**src/rtl/mem_load_pkg.sv**
```systemverilog
// Shared types and helpers for the stream-to-memory writer.
package mem_load_pkg;

    // Writer FSM encoding, same 2-bit layout as the block-copy engine.
    typedef enum logic [1:0] {
        S_IDLE  = 2'b00,
        S_LOAD  = 2'b01,
        S_FLUSH = 2'b10,
        S_DONE  = 2'b11
    } state_t;

    // Ceiling log2, never below 1 so address buses keep a legal width.
    function automatic int unsigned clog2(input int unsigned n);
        int unsigned r;
        r = 1;
        for (int unsigned i = 1; i < 32; i++) begin
            if ((33'd1 << i) < 33'(n)) r = i + 1;
        end
        return r;
    endfunction

endpackage

```
**src/rtl/mem_load.sv**
```systemverilog
// Stream-to-memory writer: accepts a valid/ready stream and writes consecutive
// words into [start, end] (wrapping modulo 2^AW), then pulses o_done.
// Optional build macro MEM_LOAD_ABORT_EN adds i_abort to end a load early.
module mem_load
    import mem_load_pkg::*;
#(
    parameter int unsigned WIDTH         = 32,
    parameter int unsigned MAX_MEM_DEPTH = 16,
    localparam int unsigned AW           = clog2(MAX_MEM_DEPTH)
) (
    input  logic             i_clk,
    input  logic             i_rst_n,
    input  logic             i_start,
    input  logic [AW-1:0]    i_start_addr,
    input  logic [AW-1:0]    i_end_addr,
    input  logic [WIDTH-1:0] i_data,
    input  logic             i_valid,
`ifdef MEM_LOAD_ABORT_EN
    input  logic             i_abort,
`endif
    output logic             o_ready,
    output logic [AW-1:0]    o_mem_addr,
    output logic             o_mem_en,
    output logic [WIDTH-1:0] o_mem_data,
    output logic             o_done
);

    state_t           state_q, state_d;
    logic [AW-1:0]    addr_q, addr_d;
    logic [AW-1:0]    end_q, end_d;
    logic [AW-1:0]    mem_addr_d;
    logic [WIDTH-1:0] mem_data_d;
    logic             mem_en_d;
    logic             done_d;
    logic             xfer_c;
    logic             abort_c;

    // Stream handshake: ready only while loading.
    assign o_ready = (state_q == S_LOAD);
    assign xfer_c  = i_valid && o_ready;

`ifdef MEM_LOAD_ABORT_EN
    assign abort_c = i_abort;
`else
    assign abort_c = 1'b0;
`endif

    // State, address counter and registered memory-port outputs.
    always_ff @(posedge i_clk or negedge i_rst_n) begin
        if (!i_rst_n) begin
            state_q    <= S_IDLE;
            addr_q     <= '0;
            end_q      <= '0;
            o_mem_addr <= '0;
            o_mem_en   <= 1'b0;
            o_mem_data <= '0;
            o_done     <= 1'b0;
        end else begin
            state_q    <= state_d;
            addr_q     <= addr_d;
            end_q      <= end_d;
            o_mem_addr <= mem_addr_d;
            o_mem_en   <= mem_en_d;
            o_mem_data <= mem_data_d;
            o_done     <= done_d;
        end
    end

    // Next-state and next-output decode; address/data hold unless written.
    always_comb begin
        state_d    = state_q;
        addr_d     = addr_q;
        end_d      = end_q;
        mem_addr_d = o_mem_addr;
        mem_data_d = o_mem_data;
        mem_en_d   = 1'b0;
        done_d     = 1'b0;

        unique case (state_q)
            S_IDLE: begin
                if (i_start) begin
                    addr_d  = i_start_addr;
                    end_d   = i_end_addr;
                    state_d = S_LOAD;
                end
            end
            S_LOAD: begin
                if (xfer_c) begin
                    mem_en_d   = 1'b1;
                    mem_addr_d = addr_q;
                    mem_data_d = i_data;
                    addr_d     = addr_q + AW'(1);
                    if (addr_q == end_q) state_d = S_FLUSH;
                end
                if (abort_c) state_d = S_FLUSH;
            end
            S_FLUSH: begin
                done_d  = 1'b1;
                state_d = S_DONE;
            end
            S_DONE: begin
                state_d = S_IDLE;
            end
            default: state_d = S_IDLE;
        endcase
    end

endmodule

```
**config.mk**
```make
export PLATFORM = sky130hd
export DESIGN_NAME = mem_load
export DESIGN_NICKNAME = d
export VERILOG_FILES = /design/src/rtl/mem_load_pkg.sv /design/src/rtl/mem_load.sv
export SDC_FILE = /design/constraint.sdc
export NUM_CORES = 1
export LEC_CHECK = 0
export ABC_AREA = 1
export BUFFER_PORTS_ARGS = -buffer_cell sky130_fd_sc_hd__buf_2
export CAP_MARGIN = 15
export CORE_UTILIZATION = 24
export DETAILED_ROUTE_END_ITERATION = 16
export HOLD_SLACK_MARGIN = 0.08
export PLACE_DENSITY = 0.52
export SLEW_MARGIN = 20
export SYNTH_ARGS = -nofsm -noshare
export SYNTH_HDL_FRONTEND = slang
export SYNTH_SLANG_ARGS = --single-unit
```
**constraint.sdc**
```tcl
create_clock -name i_clk -period 2.8 [get_ports i_clk]
set_input_delay 0.28 -clock i_clk [delete_from_list [all_inputs] [get_ports i_clk]]
set_output_delay 0.28 -clock i_clk [all_outputs]
set_load 0.005 [all_outputs]
```
==> impl_results.md, run 1 <==
* Tot Pwr at 2.746 mW
* Total grt overflow at 0
* Routed Antenna Nets at 0
* Post-CTS Setup Bufs at 0
* Register bit total from synthesis at 48
* Post-synthesis cell count at approximately 240
* Hold path depth at 3
* CTS Buf Count at 5
* Peak Freq at 586.5 MHz
* Latest clock arrival within the worst-skew pair at 0.29 ns
* CTS max path bufs at 2
* Final clock skew at approximately 0.0044 ns
* Vias per cell at between 4 and 5
* GRT Util Overall at between 10% and 20%
* CP Class: register to register
* Post-synthesis net count at roughly 290
* # setup viols final at 0
* Status: finished clean
* Share of cells above drive strength 1 at 31.78%
* Io pins at between 80 and 90
* CP max FO at 33
* Comb pwr share at around two fifths
* Hold Slack at around 0.17 ns
* IO Port Bufs at 82
* Slew @ Worst Pin at 0.6127 ns
* Area delta synth->final at 29.47%
* Worst path required time at 3.04 ns
* Initial drt markers at 39
* Crit start category: register
* Clock share of power at about 16%
* Setup TNS at 0 ns
* Multi-input logic area at 726.9 um2
* Hold Crit Class: input pin to register
* Die X at about 94 um
* Post-route DRC at 0
* Switching power at around 1.0 mW
* Met2 Resource Use GR at between 10% and 20%
* Minimum clock period at 1.705 ns
* Htree depth at 2
* Filler cell count at 891
* Rows at 33
* Root Buffer: clkbuf_8
* Sw Share at a little under two fifths
* Crit share post-route at 60.90%
* CTS tree: yes
* Worst vdd ir at between 0.2 and 0.25 mV
* CTS clk-pin slew, worst paths at around 0.090 ns
* # Max-Cap Violations at 0
* Post-synth ARST share at 100.0%
* Initial antenna violation count at 0
* GP Congestion at about 0.80
* DR WL/cell at 10.95 um
* Largest net degree at the start of global routing at 49
* Dominant cell type by area after synthesis: dfrtp_1
* Reg2reg path depth at 6
* # diodes at 0
* Synth Flop Type: dfrtp_1
* Core region area at 0.008217 mm2
* Post-synthesis sequential area ratio at approximately three fifths
* Slew headroom at between 50 and 60%
* Starting Density at roughly 25%
* Met1 Usage GRT at 13.67%
* Gr busiest metal: met2
* Sequential share of power at 43.3%
* Vias in the first global route at roughly 1500
* First-pass GRT wire length at 7.217 mm
* Critical Path Sink Type: register
* Synth Area per Inst at between 8 and 9 um2
* Static Leakage at between 1.5 and 2 nW
* CP arrival at 1.94 ns
* RSZ-0062 raised after global routing: no
* Vias at between 1500 and 2000
* Yosys top cell area share at 58.82%
* Post-Syn Area at ~0.002 mm2
* Final hold violations at 0
* Die ar. at between 0.008 and 0.009 mm2
* EDFF count, synth at 0
* Synth area leaders: dfrtp_1, nand2_1, ha_1
* Met3 GRT Util at under 10%
* Yosys warnings at 0
* Sink Count at 48
* Die H at around 94 um
* Most common cell in the netlist: nand2_1
* Pins Over Slew Limit at 0
* Detailed Routing Iterations Pass 1 at 4
* Pint at around 1.7 mW
* Routed wire length at 4.664 mm
* Storage cell area at between 0.001 and 0.0015 mm2
* Synth top cells by count: nand2_1, dfrtp_1, inv_1, nor2_1, o21ai_0
* DPL Wire Length at 3.294 mm
* PwrDens at between 1000 and 1500 mW/mm2
* Nets at about 370
* Post-synth cell types at 21
## layer usage
layer  part of all wire (%)  wire length, um
met1                     47             2178
met2                     45             2121
met3                    6.6              309
met4                    1.2               55
met5                      0                0
## power by group through the flow
stage | logic, mW | registers (mW) | clock network [mW]
floorplan | 0.708 | 1.22 | 0
global placement | 1.13 | 1.20 | 0
detailed placement | 1.16 | 1.21 | 0
CTS | 1.16 | 1.19 | 0.451
global route | 1.33 | 1.23 | 0.476
finish | 1.13 | 1.19 | 0.425
## cell usage in the layout (no fill, tap or decap), types with 2 or more instances in the layout
master      n
nand2_1   124
buf_2      81
dfrtp_1    48
inv_1      11
nor2_1     10
o21ai_0     6
clkbuf_8    6
inv_2       5
ha_1        5
nand2_2     4
a21oi_1     4
nand3_1     3
o21ai_1     2
buf_4       2
## area by class of cell
cell class              instances  share of cell area, %
repair buffers                 84                  16.28
multi-input cells             165                  27.50
flip-flops and latches         48                  45.43
clock buffers                   7                  3.265
well taps                     105                  4.969
inverters                      16                  2.272
clock inverters                 1                 0.2840
## worst paths after layout
check / startpoint / to / slack (ns)
max in group asynchronous: i_rst_n / state_q[1]$_DFFE_PN0P_ / 1.85
min reg2reg: o_mem_data[10]$_DFFE_PN0P_ / o_mem_data[10]$_DFFE_PN0P_ / 0.48
min: i_data[15] / o_mem_data[15]$_DFFE_PN0P_ / 0.17
max reg2reg: state_q[1]$_DFFE_PN0P_ / o_mem_data[21]$_DFFE_PN0P_ / 1.09
max: state_q[1]$_DFFE_PN0P_ / o_mem_data[21]$_DFFE_PN0P_ / 1.09
min in group asynchronous: i_rst_n / o_mem_data[5]$_DFFE_PN0P_ / 0.55
## cell families after synthesis
kind of cell,synth area share [%]
AO/OA/AOI/OAI,4.228
buffers and inverters,5.576
adder cells (fa/ha/maj),3.064
XOR/XNOR,0.8580
AND/OR/NAND/NOR,27.45
flip-flops,58.82
## through the flow
stage          util [%]  setup WS (ns)  cell area (um2)  cells
6_report          32.18          1.095             2644    426
3_5_place_dp      30.91          1.049             2540    417
5_1_grt           32.18         0.8790             2644    426
3_3_place_gp      30.88          1.155             2537    417
4_1_cts           32.18          1.025             2644    426
2_1_floorplan         -          1.491             2042    237
## critical path: stages (launching register included)
cell     delay [ns]
dfrtp_1        0.40
inv_1          0.10
ha_1           0.39
nand2_2        0.10
inv_2          0.43
nand2_1        0.13
nand2_1        0.08
## flip-flops by register name, summed over array words and instances (netlist names)
signal / cells
addr_q: 4
o_mem_addr: 4
state_q: 2
end_q: 4
o_mem_data: 32
o_done: 1
o_mem_en: 1
## repair_timing
| item | 4_1_cts | 5_1_grt |
|---|---|---|
| hold endpoints to repair | 48 | 0 |
| hold buffers | 1 | 0 |
| gates resized for setup | 0 | 0 |
Power figures use the tool's default switching activity.
==> run 2, diff against run 1 <==
--- a/config.mk
+++ b/config.mk
@@ -11,7 +11,7 @@
 export CORE_UTILIZATION = 24
 export DETAILED_ROUTE_END_ITERATION = 16
 export HOLD_SLACK_MARGIN = 0.08
-export PLACE_DENSITY = 0.52
+export PLACE_DENSITY = 0.53
 export SLEW_MARGIN = 20
 export SYNTH_ARGS = -nofsm -noshare
 export SYNTH_HDL_FRONTEND = slang
==> constraint.sdc (replaced) <==
create_clock -name i_clk -period 1.45 [get_ports i_clk]
set_input_delay 0.145 -clock i_clk [delete_from_list [all_inputs] [get_ports i_clk]]
set_output_delay 0.145 -clock i_clk [all_outputs]
set_load 0.005 [all_outputs]
==> impl_results.md, run 2 (synthesized netlist as in run 1, its figures left out) <==
* # diodes at 0 (unchanged)
* Largest reg by FF count: o_mem_data (unchanged)
* Vias at 1857 (was 1707)
* Crit share post-route at 94.70% (was 60.90%)
* # Max-Cap Violations at 0 (unchanged)
* CTS Buf Count at 5 (unchanged)
* PwrDens at 1813 mW/mm2 (was 1039 mW/mm2)
* Crit path largest cell delay at 0.45 ns (was 0.43 ns)
* Sw Share at 37.54% (was 37.94%)
* DR WL/cell at 10.72 um (was 10.95 um)
* Initial antenna violation count at 0 (unchanged)
* Io pins at 83 (unchanged)
* DPL Wire Length at 3.308 mm (was 3.294 mm)
* CP max FO at 9 (was 33)
* Rows at 33 (unchanged)
* Routed Antenna Nets at 0 (unchanged)
* Min setup slack post-route at 0.07687 ns (was 1.095 ns)
* Max reg flops at 32 (unchanged)
* Htree depth at 2 (unchanged)
* Sink Count at 48 (unchanged)
* Routed wire length at 4.951 mm (was 4.664 mm)
* Static Leakage at 1.681 nW (was 1.525 nW)
* Area delta synth->final at 47.92% (was 29.47%)
* # setup viols final at 0 (unchanged)
* Sequential share of power at 42.5% (was 43.3%)
* Die X at 94.24 um (unchanged)
* Cell mode on critical path: nand2_2 (was nand2_1)
* Vias in the first global route at 1749 (was 1544)
* Largest net degree at the start of global routing at 49 (unchanged)
* Final hold violations at 0 (unchanged)
* CP Class: register to register (unchanged)
* Slowest cell on crit path: dfrtp_2 (was inv_2)
* Final clock skew at 0.003367 ns (was 0.004448 ns)
* Nets at 405 (was 369)
* Filler cell count at 863 (was 891)
* Total grt overflow at 0 (unchanged)
* Setup TNS at 0 ns (unchanged)
* Initial drt markers at 54 (was 39)
* Vias per cell at 4.019 (was 4.007)
* Hold Crit Class: input pin to register (unchanged)
* GRT Util Overall at 12.07% (was 10.78%)
* Root Buffer: clkbuf_8 (unchanged)
* Latest clock arrival within the worst-skew pair at 0.29 ns (about the same)
* Status: finished clean (unchanged)
* Most frequent cells in the layout: nand2_1, buf_2, dfrtp_1 (unchanged)
* Die H at 94.24 um (unchanged)
* Peak Freq at 728.3 MHz (was 586.5 MHz)
* GP Congestion at 0.6997 (was 0.7999)
* Share of cells above drive strength 1 at 30.53% (was 31.78%)
* Critical Path Sink Type: register (unchanged)
* Worst path bufs/invs at 2 (unchanged)
* Switching power at 2.056 mW (was 1.042 mW)
* Most common cell after layout, fill and taps aside: nand2_1 (unchanged)
* Core region area at 0.008217 mm2 (unchanged)
* CTS clk-pin slew, worst paths at 0.08 ns (was 0.09 ns)
* Post-route DRC at 0 (unchanged)
* Top Family by Delay on Critical Path: flip-flops (was buffers and inverters)
* Detailed Routing Iterations Pass 1 at 4 (unchanged)
* First-pass GRT wire length at 8.286 mm (was 7.217 mm)
* Pint at 3.420 mW (was 1.704 mW)
* CTS max path bufs at 2 (unchanged)
* Comb pwr share at 42.7% (was 41.2%)
* Pins Over Slew Limit at 0 (unchanged)
* Worst path required time at 1.66 ns (was 3.04 ns)
* CP arrival at 1.58 ns (was 1.94 ns)
* IO Port Bufs at 82 (unchanged)
* Slew @ Worst Pin at 0.3166 ns (was 0.6127 ns)
* Starting Density at 24.85% (unchanged)
* Die ar. at 0.008881 mm2 (unchanged)
* CTS tree: yes (unchanged)
* Setup WS pre-CTS at -0.02167 ns (was 1.049 ns)
* Crit start category: register (unchanged)
* Post-Route Utilization at 36.76% (was 32.18%)
* Worst vdd ir at 0.5096 mV (was 0.2346 mV)
* Slew headroom at 78.89% (was 59.15%)
* Minimum clock period at 1.373 ns (was 1.705 ns)
* Critical-path cell list: ha_4, buf_6, nand2_2, nand2_2, nor2_4, inv_2, o31ai_2 (was inv_1, ha_1, nand2_2, inv_2, nand2_1, nand2_1)
* Clock share of power at 14.7% (was 15.5%)
==> run 2: through the flow <==
step / hold WS, ns / power (mW) / instances / area [um2]
6_report: 0.09522 / 5.476 / 462 / 3020
5_1_grt: 0.09164 / 6.090 / 462 / 3020
2_1_floorplan: -0.1506 / 3.718 / 237 / 2042
3_3_place_gp: 0.1544 / 4.541 / 420 / 2572
4_1_cts: 0.08389 / 5.530 / 462 / 3000
3_5_place_dp: 0.1550 / 4.607 / 420 / 2572
==> run 2: power groups by stage <==
stage | Combinational [mW] | Clock (mW) | Sequential, mW
5_1_grt | 2.77 | 0.910 | 2.41
6_report | 2.34 | 0.806 | 2.33
4_1_cts | 2.36 | 0.852 | 2.32
2_1_floorplan | 1.37 | 0 | 2.35
3_5_place_dp | 2.26 | 0 | 2.35
3_3_place_gp | 2.21 | 0 | 2.33
==> run 2: per-layer routing <==
metal	share of wire, %	global-route usage (%)	vias to the layer above
li1	-	-	949
met1	45	15.60	857
met2	50	19.99	45
met3	4.0	2.751	6
met4	1.1	3.462	0
met5	0	0	-
==> run 2: final timing paths <==
kind / startpoint / to / slack (ns) / cells after the start
max in group asynchronous: i_rst_n / state_q[0]$_DFFE_PN0P_ / 0.82 / 3
worst min register to register: o_mem_data[7]$_DFFE_PN0P_ / o_mem_data[7]$_DFFE_PN0P_ / 0.48 / 2
worst max register to register: state_q[0]$_DFFE_PN0P_ / addr_q[1]$_DFFE_PN0P_ / 0.08 / 7
worst min-delay path: i_end_addr[0] / end_q[0]$_DFFE_PN0P_ / 0.1 / 3
worst max-delay path: state_q[0]$_DFFE_PN0P_ / addr_q[1]$_DFFE_PN0P_ / 0.08 / 7
min in group asynchronous: i_rst_n / end_q[1]$_DFFE_PN0P_ / 0.35 / 3
==> run 2: cell type report <==
class | instances | area, um2 | area share, %
Clock buffer | 8 | 90.09 | 2.983
Sequential cell | 48 | 1202 | 39.81
Tap cell | 105 | 131.4 | 4.350
Inverter | 16 | 62.56 | 2.071
Multi-Input combinational cell | 165 | 739.5 | 24.48
Timing Repair Buffer | 120 | 794.5 | 26.30
==> run 2: timing repair <==
item / in CTS / in global routing
cloned: 0 / 0
buffers inserted: 1 / 0
hold buffers: 33 / 0
endpoints found under the setup margin: 12 / 40
hold endpoints to repair: 80 / 0
pin swaps: 1 / 1
resized for setup: 0 / 8
==> run 2: worst min-delay path, cell delays in order <==
cell and delay [ns]:
buf_2 0.08, nor2_1 0.03, a21oi_1 0.10
==> run 3, diff against run 2 <==
--- a/config.mk
+++ b/config.mk
@@ -11,7 +11,7 @@
 export CORE_UTILIZATION = 24
 export DETAILED_ROUTE_END_ITERATION = 16
 export HOLD_SLACK_MARGIN = 0.08
-export PLACE_DENSITY = 0.53
+export PLACE_DENSITY = 0.52
 export SLEW_MARGIN = 20
 export SYNTH_ARGS = -nofsm -noshare
 export SYNTH_HDL_FRONTEND = slang
==> constraint.sdc (replaced) <==
create_clock -name i_clk -period 1.3 [get_ports i_clk]
set_input_delay 0.13 -clock i_clk [delete_from_list [all_inputs] [get_ports i_clk]]
set_output_delay 0.13 -clock i_clk [all_outputs]
set_load 0.005 [all_outputs]
==> impl_results.md, run 3 (synthesized netlist as in run 1, its figures left out) <==
* Minimum clock period at 1.343 ns (was 1.373 ns)
* Detailed Routing Iterations Pass 1 at 4 (unchanged)
* Initial antenna violation count at 0 (unchanged)
* DPL Wire Length at 3.469 mm (was 3.308 mm)
* Reg2reg path depth at 6 (was 7)
* R2R Path End: addr_q[2]$_DFFE_PN0P_ (was addr_q[1]$_DFFE_PN0P_)
* Post-route DRC at 0 (unchanged)
* Worst vdd ir at 0.6990 mV (was 0.5096 mV)
* Die ar. at 0.008881 mm2 (unchanged)
* Crit start category: register (unchanged)
* Static Leakage at 1.757 nW (was 1.681 nW)
* Nets at 418 (was 405)
* IO Port Bufs at 82 (unchanged)
* First-pass GRT wire length at 8.569 mm (was 8.286 mm)
* Slew headroom at 80.95% (was 78.89%)
* Critical R2R Launch: state_q[0]$_DFFE_PN0P_ (unchanged)
* Largest net degree at the start of global routing at 49 (unchanged)
* Failing checks: setup timing
* Starting Density at 24.85% (unchanged)
* Max reg flops at 32 (unchanged)
* Vias per cell at 4.067 (was 4.019)
* Status: finished, violations left (was finished clean)
* # setup viols final at 3 (was 0)
* Routed Antenna Nets at 0 (unchanged)
* CP arrival at 1.53 ns (was 1.58 ns)
* Filler cell count at 833 (was 863)
* Initial drt markers at 55 (was 54)
* Peak Freq at 744.8 MHz (was 728.3 MHz)
* Hold Crit Class: input pin to register (unchanged)
* Most frequent cells in the layout: nand2_1, buf_2, dfrtp_1 (unchanged)
* Hold Slack at 0.09351 ns (was 0.09522 ns)
* Setup WS pre-CTS at -0.07085 ns (was -0.02167 ns)
* Share of cells above drive strength 1 at 34.59% (was 30.53%)
* Latest clock arrival within the worst-skew pair at 0.30 ns (was 0.29 ns)
* GRT Util Overall at 12.36% (was 12.07%)
* Die H at 94.24 um (unchanged)
* Fin cells at 475 (was 462)
* # diodes at 0 (unchanged)
* GP Congestion at 0.7225 (was 0.6997)
* Dpl cells at 424 (was 420)
* CTS max path bufs at 2 (unchanged)
* Vias at 1932 (was 1857)
* Final hold violations at 0 (unchanged)
* CP Class: register to register (unchanged)
* Crit share post-route at 103.3% (was 94.70%)
* Area delta synth->final at 57.66% (was 47.92%)
* CP max FO at 6 (was 9)
* Routed wire length at 5.282 mm (was 4.951 mm)
* Critical path origin: state_q[0]$_DFFE_PN0P_ (unchanged)
* CTS tree: yes (unchanged)
* Largest reg by FF count: o_mem_data (unchanged)
* CTS Buf Count at 5 (unchanged)
* Tot Pwr at 6.705 mW (was 5.476 mW)
* # Max-Cap Violations at 0 (unchanged)
* Most common cell after layout, fill and taps aside: nand2_1 (unchanged)
* Total grt overflow at 0 (unchanged)
* Rows at 33 (unchanged)
* Worst Setup EP: addr_q[2]$_DFFE_PN0P_ (was addr_q[1]$_DFFE_PN0P_)
* Core region area at 0.008217 mm2 (unchanged)
* CTS clk-pin slew, worst paths at 0.09 ns (was 0.08 ns)
* Worst path required time at 1.48 ns (was 1.66 ns)
* PwrDens at 2083 mW/mm2 (was 1813 mW/mm2)
* Sink Count at 48 (unchanged)
* Register-to-register path setup slack at -0.04 ns (was 0.08 ns)
* Htree depth at 2 (unchanged)
* Min setup slack post-route at -0.04256 ns (was 0.07687 ns)
* Root Buffer: clkbuf_8 (unchanged)
* Critical Path Sink Type: register (unchanged)
* Io pins at 83 (unchanged)
* Vias in the first global route at 1899 (was 1749)
* Die X at 94.24 um (unchanged)
* Pins Over Slew Limit at 0 (unchanged)
* Final clock skew at 0.005956 ns (was 0.003367 ns)
* Slew @ Worst Pin at 0.2850 ns (was 0.3166 ns)
* RSZ-0062 raised after global routing: yes
* DR WL/cell at 11.12 um (was 10.72 um)
-- run 3: cell types whose count changed in the layout (fill, tap and decap cells not counted), sizes merged --
cell	change
buf	+10
dlygate4sd3	+3
clkbuf	-2
clkinvlp	+2
-- run 3: area by class of cell --
type,count,area [um2],share of cell area [%]
timing repair buffer,133,947.2,29.42
inverter,16,65.06,2.021
tap,105,131.4,4.081
sequential,48,1202,37.35
multi-input combinational,165,775.7,24.10
clock buffer,6,82.58,2.565
clock inverter,2,15.01,0.4664
-- run 3: stage by stage --
| step | setup TNS (ns) | cell area (um2) | utilization (%) |
|---|---|---|---|
| 2_1_floorplan | 0 | 2044 | - |
| 3_3_place_gp | -0.05848 | 2643 | 32.16 |
| 3_5_place_dp | -0.3077 | 2643 | 32.16 |
| 4_1_cts | -0.05498 | 3154 | 38.39 |
| 5_1_grt | -1.446 | 3219 | 39.18 |
| 6_report | -0.09937 | 3219 | 39.18 |
-- run 3: worst min path at each step --
stage	start	endpoint	slack (ns)	depth (start not counted)
after floorplan	i_rst_n	addr_q[0]$_DFFE_PN0P_	-0.17	0
after global placement	i_rst_n	o_mem_data[10]$_DFFE_PN0P_	0.14	2
after detailed placement	i_rst_n	o_mem_data[10]$_DFFE_PN0P_	0.14	2
after CTS	i_end_addr[2]	end_q[2]$_DFFE_PN0P_	0.09	3
after global routing	i_end_addr[2]	end_q[2]$_DFFE_PN0P_	0.10	3
final	i_end_addr[2]	end_q[2]$_DFFE_PN0P_	0.09	3
-- run 3: worst max-delay path, cell delays in order, from the launching register on --
cell      delay (ns)
dfrtp_2         0.46
ha_4            0.20
nor2_1          0.19
nor2_4          0.08
buf_4           0.14
o211ai_1        0.08
o21ai_1         0.09
-- run 3: power by group --
group	internal (mW)	total (mW)	switching, mW	leakage (nW)
registers	2.19	2.59	0.402	0.593
clock network	0.431	0.940	0.509	0.0434
logic	1.57	3.17	1.61	1.12
-- run 3: repair_timing --
item,4_1_cts,5_1_grt
setup buffers,3,4
endpoints found under the setup margin,38,41
hold endpoints to repair,83,0
gates resized for setup,7,13
pin swaps,1,8
hold buffers,36,0
cloned,0,0
-- run 3: per-layer routing --
layer,global-route usage (%),part of all wire (%),up-vias
li1,-,-,978
met1,15.66,46,894
met4,3.462,0.89,0
met3,3.074,5.3,5
met2,20.71,47,55
met5,0,0,-
